===== config.mk =====
export PLATFORM = sky130hd
export DESIGN_NAME = piso_tx_arbiter
export DESIGN_NICKNAME = d
export VERILOG_FILES = /design/src/rtl/piso_ctrl_pkg.sv /design/src/rtl/piso_shift_core.sv /design/src/rtl/piso_tx_arbiter.sv
export SDC_FILE = /design/constraint.sdc
export NUM_CORES = 1
export LEC_CHECK = 0
export CORE_MARGIN = 4
export CORE_UTILIZATION = 48
export CTS_BUF_LIST = sky130_fd_sc_hd__clkbuf_16
export CTS_CLUSTER_DIAMETER = 120
export DETAILED_ROUTE_END_ITERATION = 10
export HOLD_SLACK_MARGIN = 0.02
export PLACE_DENSITY = 0.92
export SYNTH_ARGS = -nofsm -noshare
export SYNTH_HDL_FRONTEND = slang
export SYNTH_SLANG_ARGS = --single-unit

===== constraint.sdc =====
create_clock -name clk -period 4.5 [get_ports clk]
set_clock_uncertainty 0.2 [all_clocks]
set_input_delay 0.9 -clock clk [delete_from_list [all_inputs] [get_ports clk]]
set_output_delay 0.9 -clock clk [all_outputs]
set_load 0.02 [all_outputs]

===== src/rtl/piso_ctrl_pkg.sv =====
`default_nettype none
// ============================================================================
// Module   : piso_ctrl_pkg
// Purpose  : Shared definitions for the PISO transmit arbiter: FSM state
//            encoding and the bit-counter width helper.
// Contents : S_IDLE, S_SHIFT, S_GAP  - 2-bit state encodings
//            CNT_W(width)            - counter width able to hold 0..width
// Revision : 1.0 - initial release
// ============================================================================
package piso_ctrl_pkg;

  localparam logic [1:0] S_IDLE  = 2'd0;
  localparam logic [1:0] S_SHIFT = 2'd1;
  localparam logic [1:0] S_GAP   = 2'd2;

  // The counter is loaded with WIDTH itself, so it needs clog2(WIDTH+1) bits.
  function automatic int CNT_W(input int width);
    return $clog2(width + 1);
  endfunction

endpackage
`default_nettype wire


===== src/rtl/piso_shift_core.sv =====
`default_nettype none
// ============================================================================
// Module   : piso_shift_core
// Purpose  : Parallel-load, right-shifting register feeding a serial line
//            LSB first.
// Ports    : clk     in   rising-edge clock
//            clr_n_i in   synchronous clear, active-low (wins over load/shift)
//            load_i  in   capture data_i this edge (wins over shift)
//            shift_i in   shift right by one this edge
//            data_i  in   WIDTH-bit parallel word
//            lsb_o   out  current bit 0 of the register
// Revision : 1.0 - initial release
// ============================================================================
module piso_shift_core #(
  parameter int WIDTH = 4
) (
  input  logic             clk,
  input  logic             clr_n_i,
  input  logic             load_i,
  input  logic             shift_i,
  input  logic [WIDTH-1:0] data_i,
  output logic             lsb_o
);

  logic [WIDTH-1:0] shreg_q;
  logic [WIDTH-1:0] shreg_d;

  always_comb begin
    shreg_d = shreg_q;
    if (load_i) begin
      shreg_d = data_i;
    end else if (shift_i) begin
      shreg_d = shreg_q >> 1;
    end
  end

  always_ff @(posedge clk) begin
    if (!clr_n_i) begin
      shreg_q <= '0;
    end else begin
      shreg_q <= shreg_d;
    end
  end

  assign lsb_o = shreg_q[0];

endmodule
`default_nettype wire


===== src/rtl/piso_tx_arbiter.sv =====
`default_nettype none
// ============================================================================
// Module   : piso_tx_arbiter
// Purpose  : Round-robin arbiter sharing one PISO serialiser between two
//            parallel-word requesters. The winning word is captured on a
//            valid/ready handshake and shifted out LSB first as a WIDTH-bit
//            frame, followed by one gap cycle.
// Ports    : clk          in   rising-edge clock
//            rst          in   synchronous reset, active-low
//            req0_valid   in   requester 0 has a word
//            req0_data    in   requester 0 word
//            req0_ready   out  requester 0 word accepted this edge
//            req1_valid   in   requester 1 has a word
//            req1_data    in   requester 1 word
//            req1_ready   out  requester 1 word accepted this edge
//            sout         out  serial data bit (registered, 0 when idle)
//            sout_valid   out  sout carries a frame bit
//            frame_start  out  first bit of a frame
//            grant_id     out  requester owning the current/last frame
//            busy         out  FSM not idle
// Revision : 1.0 - initial release
// ============================================================================
module piso_tx_arbiter
  import piso_ctrl_pkg::*;
#(
  parameter int WIDTH = 4
) (
  input  logic             clk,
  input  logic             rst,
  input  logic             req0_valid,
  input  logic [WIDTH-1:0] req0_data,
  output logic             req0_ready,
  input  logic             req1_valid,
  input  logic [WIDTH-1:0] req1_data,
  output logic             req1_ready,
  output logic             sout,
  output logic             sout_valid,
  output logic             frame_start,
  output logic             grant_id,
  output logic             busy
);

  localparam int          CW       = CNT_W(WIDTH);
  localparam logic [CW-1:0] CNT_LOAD = CW'(WIDTH);
  localparam logic [CW-1:0] CNT_ONE  = CW'(1);

  logic [1:0]    state_q, state_d;
  logic [CW-1:0] cnt_q, cnt_d;
  logic          sout_q, sout_d;
  logic          sout_valid_q, sout_valid_d;
  logic          frame_start_q, frame_start_d;
  logic          grant_id_q, grant_id_d;
  logic          last_grant_q, last_grant_d;

  logic             idle;
  logic             win0, win1;
  logic             load;
  logic             shift;
  logic [WIDTH-1:0] load_data;
  logic             core_lsb;

  // Round-robin: a lone requester always wins; on contention the one that
  // did not win last time goes first.
  assign idle  = (state_q == S_IDLE);
  assign win0  = req0_valid && (!req1_valid || last_grant_q);
  assign win1  = req1_valid && (!req0_valid || !last_grant_q);

  // Ready is gated by rst so nothing is accepted on an edge that resets.
  assign req0_ready = rst && idle && win0;
  assign req1_ready = rst && idle && win1;

  assign load      = req0_ready || req1_ready;
  assign load_data = req1_ready ? req1_data : req0_data;
  assign shift     = (state_q == S_SHIFT);

  piso_shift_core #(
    .WIDTH (WIDTH)
  ) u_core (
    .clk     (clk),
    .clr_n_i (rst),
    .load_i  (load),
    .shift_i (shift),
    .data_i  (load_data),
    .lsb_o   (core_lsb)
  );

  always_comb begin
    state_d       = state_q;
    cnt_d         = cnt_q;
    grant_id_d    = grant_id_q;
    last_grant_d  = last_grant_q;
    // Serial outputs return to 0 unless a frame bit is being emitted.
    sout_d        = 1'b0;
    sout_valid_d  = 1'b0;
    frame_start_d = 1'b0;

    case (state_q)
      S_IDLE: begin
        if (load) begin
          cnt_d        = CNT_LOAD;
          grant_id_d   = req1_ready;
          last_grant_d = req1_ready;
          state_d      = S_SHIFT;
        end
      end
      S_SHIFT: begin
        sout_d        = core_lsb;
        sout_valid_d  = 1'b1;
        frame_start_d = (cnt_q == CNT_LOAD);
        if (cnt_q != '0) begin
          cnt_d = cnt_q - CNT_ONE;
        end
        if (cnt_q <= CNT_ONE) begin
          state_d = S_GAP;
        end
      end
      S_GAP: begin
        state_d = S_IDLE;
      end
      default: begin
        state_d = S_IDLE;
      end
    endcase
  end

  always_ff @(posedge clk) begin
    if (!rst) begin
      state_q       <= S_IDLE;
      cnt_q         <= '0;
      sout_q        <= 1'b0;
      sout_valid_q  <= 1'b0;
      frame_start_q <= 1'b0;
      grant_id_q    <= 1'b0;
      last_grant_q  <= 1'b1;
    end else begin
      state_q       <= state_d;
      cnt_q         <= cnt_d;
      sout_q        <= sout_d;
      sout_valid_q  <= sout_valid_d;
      frame_start_q <= frame_start_d;
      grant_id_q    <= grant_id_d;
      last_grant_q  <= last_grant_d;
    end
  end

  assign sout        = sout_q;
  assign sout_valid  = sout_valid_q;
  assign frame_start = frame_start_q;
  assign grant_id    = grant_id_q;
  assign busy        = (state_q != S_IDLE);

endmodule
`default_nettype wire


==> metrics.md <==
| Metric | Value |
|---|---|
| Reg-to-reg endpoint | `cnt_q[0]$_SDFFE_PN0P_` |
| Hold Path Cell Cnt | `1` |
| CTS tree | `done` |
| Final setup viols | `0` |
| Worst reg2reg path startpoint | `state_q[0]$_SDFFE_PN0P_` |
| GR Util met1 | `16.5%` |
| Die Height | `45.6 um` |
| Max-slew headroom | `67.5%` |
| Minimum clock period | `3710 ps` |
| Synth top area share | `41.3%` |
| Met3 usage | `6.32%` |
| Clk sink count | `14` |
| Die ar. | `2080 um^2` |
| Critical Path RT | `3400 ps` |
| Worst r2r path cells | `4` |
| Lkg Pwr | `0.000450 uW` |
| Fmax | `270 MHz` |
| Seq cells post-synth | `14` |
| N_diodes | `0` |
| Top Ports | `19` |
| Initial antenna violation count | `0` |
| Fin nets | `116` |
| Share of cells above drive strength 1 | `7.07%` |
| Fin util | `71.6%` |
| Syn nets | `95` |
| Depth of the CTS H-tree | `1` |
| Final period util | `82.3%` |
| Final wirelength | `1550 um` |
| Clk buf depth | `2` |
| Die W | `45.6 um` |
| Via count | `628` |
| Starting density of the core | `51.5%` |
| Area growth syn-to-layout | `39.1%` |
| Crit path DAT | `2610 ps` |
| Port bufs | `18` |
| Iteration-0 DRC Markers | `11` |
| CTS resizes | `0` |
| Register area share after synthesis | `41.3%` |
| Hold Crit Endpoint | `sout$_SDFF_PN0_` |
| Maximum VDD drop | `0.000278 V` |
| Synth warn | `0` |
| GPL Wtd Cong | `0.751` |
| Clock slew at reported path FFs | `40 ps` |
| First-pass GRT wire length | `2500 um` |
| Outcome | `finished clean` |
| Met2 usage | `30.4%` |
| Antenna-violating nets left | `0` |
| TritonCTS buffer count | `3` |
| Vias per inst | `5.51` |
| CP max FO | `14` |
| Grt ovf | `0` |
| CP Class | `in2out` |
| Max-cap violations | `0` |
| Drt pass-1 iters | `4` |
| Critical path launch point type | `primary input` |
| Hold Path Class | `reg2reg` |
| HP Start | `u_core.shreg_q[0]$_SDFFE_PN0P_` |
| Worst-Margin Slew | `486 ps` |
| DP Wirelength | `1090 um` |
| Cell Area, Synth | `678 um^2` |
| Largest net degree at the start of global routing | `15` |
| Clk Latency, worst-skew pair | `250 ps` |
| DRC | `0` |
| Netlist cell types | `27` |
| Gr busiest metal | `met2` |
| Core Area | `1320 um^2` |
| Global-route usage over all layers | `17.8%` |
| Element type at the critical path end | `primary output` |
| Vias in the first global route | `609` |
| Synthesized area per cell | `8.48 um^2` |
| Number of setup buffers added after CTS | `0` |
| Fin Setup TNS | `0 ps` |
| Hold Vio Cnt, Final | `0` |
| Unrepaired setup endpoints after global routing | `false` |
| Cell accounting for the most synthesized area | `dfxtp_1` |
| CTS root buf | `clkbuf_16` |
| Final Max Tran Viols | `0` |
| Area contributors post-synth | `dfxtp_1, nand2_1, o211a_1` |
| Avg WL per Cell | `13.6 um` |
| Synth Instances | `80` |
| Num rows | `13` |
| PD cells | `449 nW/um^2` |
| Hold Buf Count CTS | `0` |
| R2R setup slack | `2840 ps` |
-- worst max path at each step --
stage	startpoint	end	slack, ps	cells past startpoint
detailed placement	rst	req1_ready	800	4
global placement	rst	req1_ready	850	4
CTS	rst	req0_ready	800	4
floorplan	rst	req0_ready	1840	3
global route	rst	req0_ready	690	4
finish	rst	req1_ready	790	4
-- stage by stage --
step	hold slack [ps]	power, uW	cells	cell area (um^2)	worst slack (ps)
6_report	280	424	114	943	794
5_1_grt	295	446	114	943	689
4_1_cts	281	427	114	943	795
3_5_place_dp	279	260	111	868	798
3_3_place_gp	277	256	111	868	850
2_1_floorplan	252	222	80	678	1840
-- state kept, by name (all words and copies together), names as in the netlist --
| signal | count |
|---|---|
| cnt_q | 3 |
| last_grant_q | 1 |
| u_core.shreg_q | 4 |
| sout | 1 |
| sout_valid | 1 |
| state_q | 2 |
| frame_start | 1 |
| grant_id | 1 |
-- critical path, cell delays in order --
cell and delay [ps]:
clkdlybuf4s50_1 770, nand3_2 230, inv_2 100, clkdlybuf4s50_1 600
-- report_power, final --
part / total [uW] / internal [uW] / switching (uW)
clock: 164 / 116 / 48.2
sequential: 154 / 142 / 12.6
combinational: 105 / 49.1 / 56.1
-- placed cells by master (no fill, tap or decap), types with 2 or more instances in the layout --
cell	netlist	final
o211a_1	4	4
nor2_1	8	8
mux2_1	3	3
and3_1	4	4
o21ai_0	3	3
nand3_1	3	3
nand2_1	11	11
a21oi_1	3	3
ha_1	3	3
clkbuf_16	0	3
o21ai_1	2	2
inv_2	2	2
clkdlybuf4s50_1	0	18
inv_1	5	5
o21a_1	2	2
dfxtp_1	14	14
-- cells in the mapped netlist --
cell type / number
clkbuf_1: 1
nand3b_1: 1
nor3b_2: 1
a22oi_1: 1
ha_1: 3
inv_1: 5
and2b_1: 1
mux2_1: 3
and3_1: 4
nand3_1: 3
o211a_1: 4
nor3_1: 1
nor2b_1: 1
o211ai_1: 1
o21ai_1: 2
a21oi_1: 3
dfxtp_1: 14
o21ai_0: 3
nand3_2: 1
o311ai_1: 1
o21a_1: 2
and2_1: 1
nand2_1: 11
buf_2: 1
nor2_1: 8
nand2b_1: 1
inv_2: 2
-- cell families after synthesis --
| family | after synthesis | synth area share (%) |
|---|---|---|
| buf+inv | 9 | 5.17 |
| fa+ha+maj | 3 | 5.54 |
| simple gates | 34 | 25.5 |
| compound gates | 17 | 17.5 |
| flops | 14 | 41.3 |
| mux | 3 | 4.98 |
-- routing by layer --
metal / wire [um] / part of all wire (%)
met5: 0 / 0
met1: 633 / 41
met4: 51 / 3.3
met2: 779 / 50
met3: 83 / 5.4
-- final cells by class --
| cell class | count | area (um^2) |
|---|---|---|
| fillers | 101 | 374 |
| repair buffers | 18 | 180 |
| clock buffers | 3 | 75.1 |
| flip-flops and latches | 14 | 280 |
| inverters | 7 | 26.3 |
| multi-input cells | 57 | 363 |
| well taps | 15 | 18.8 |
No activity file was read; power rests on OpenSTA's default activity.
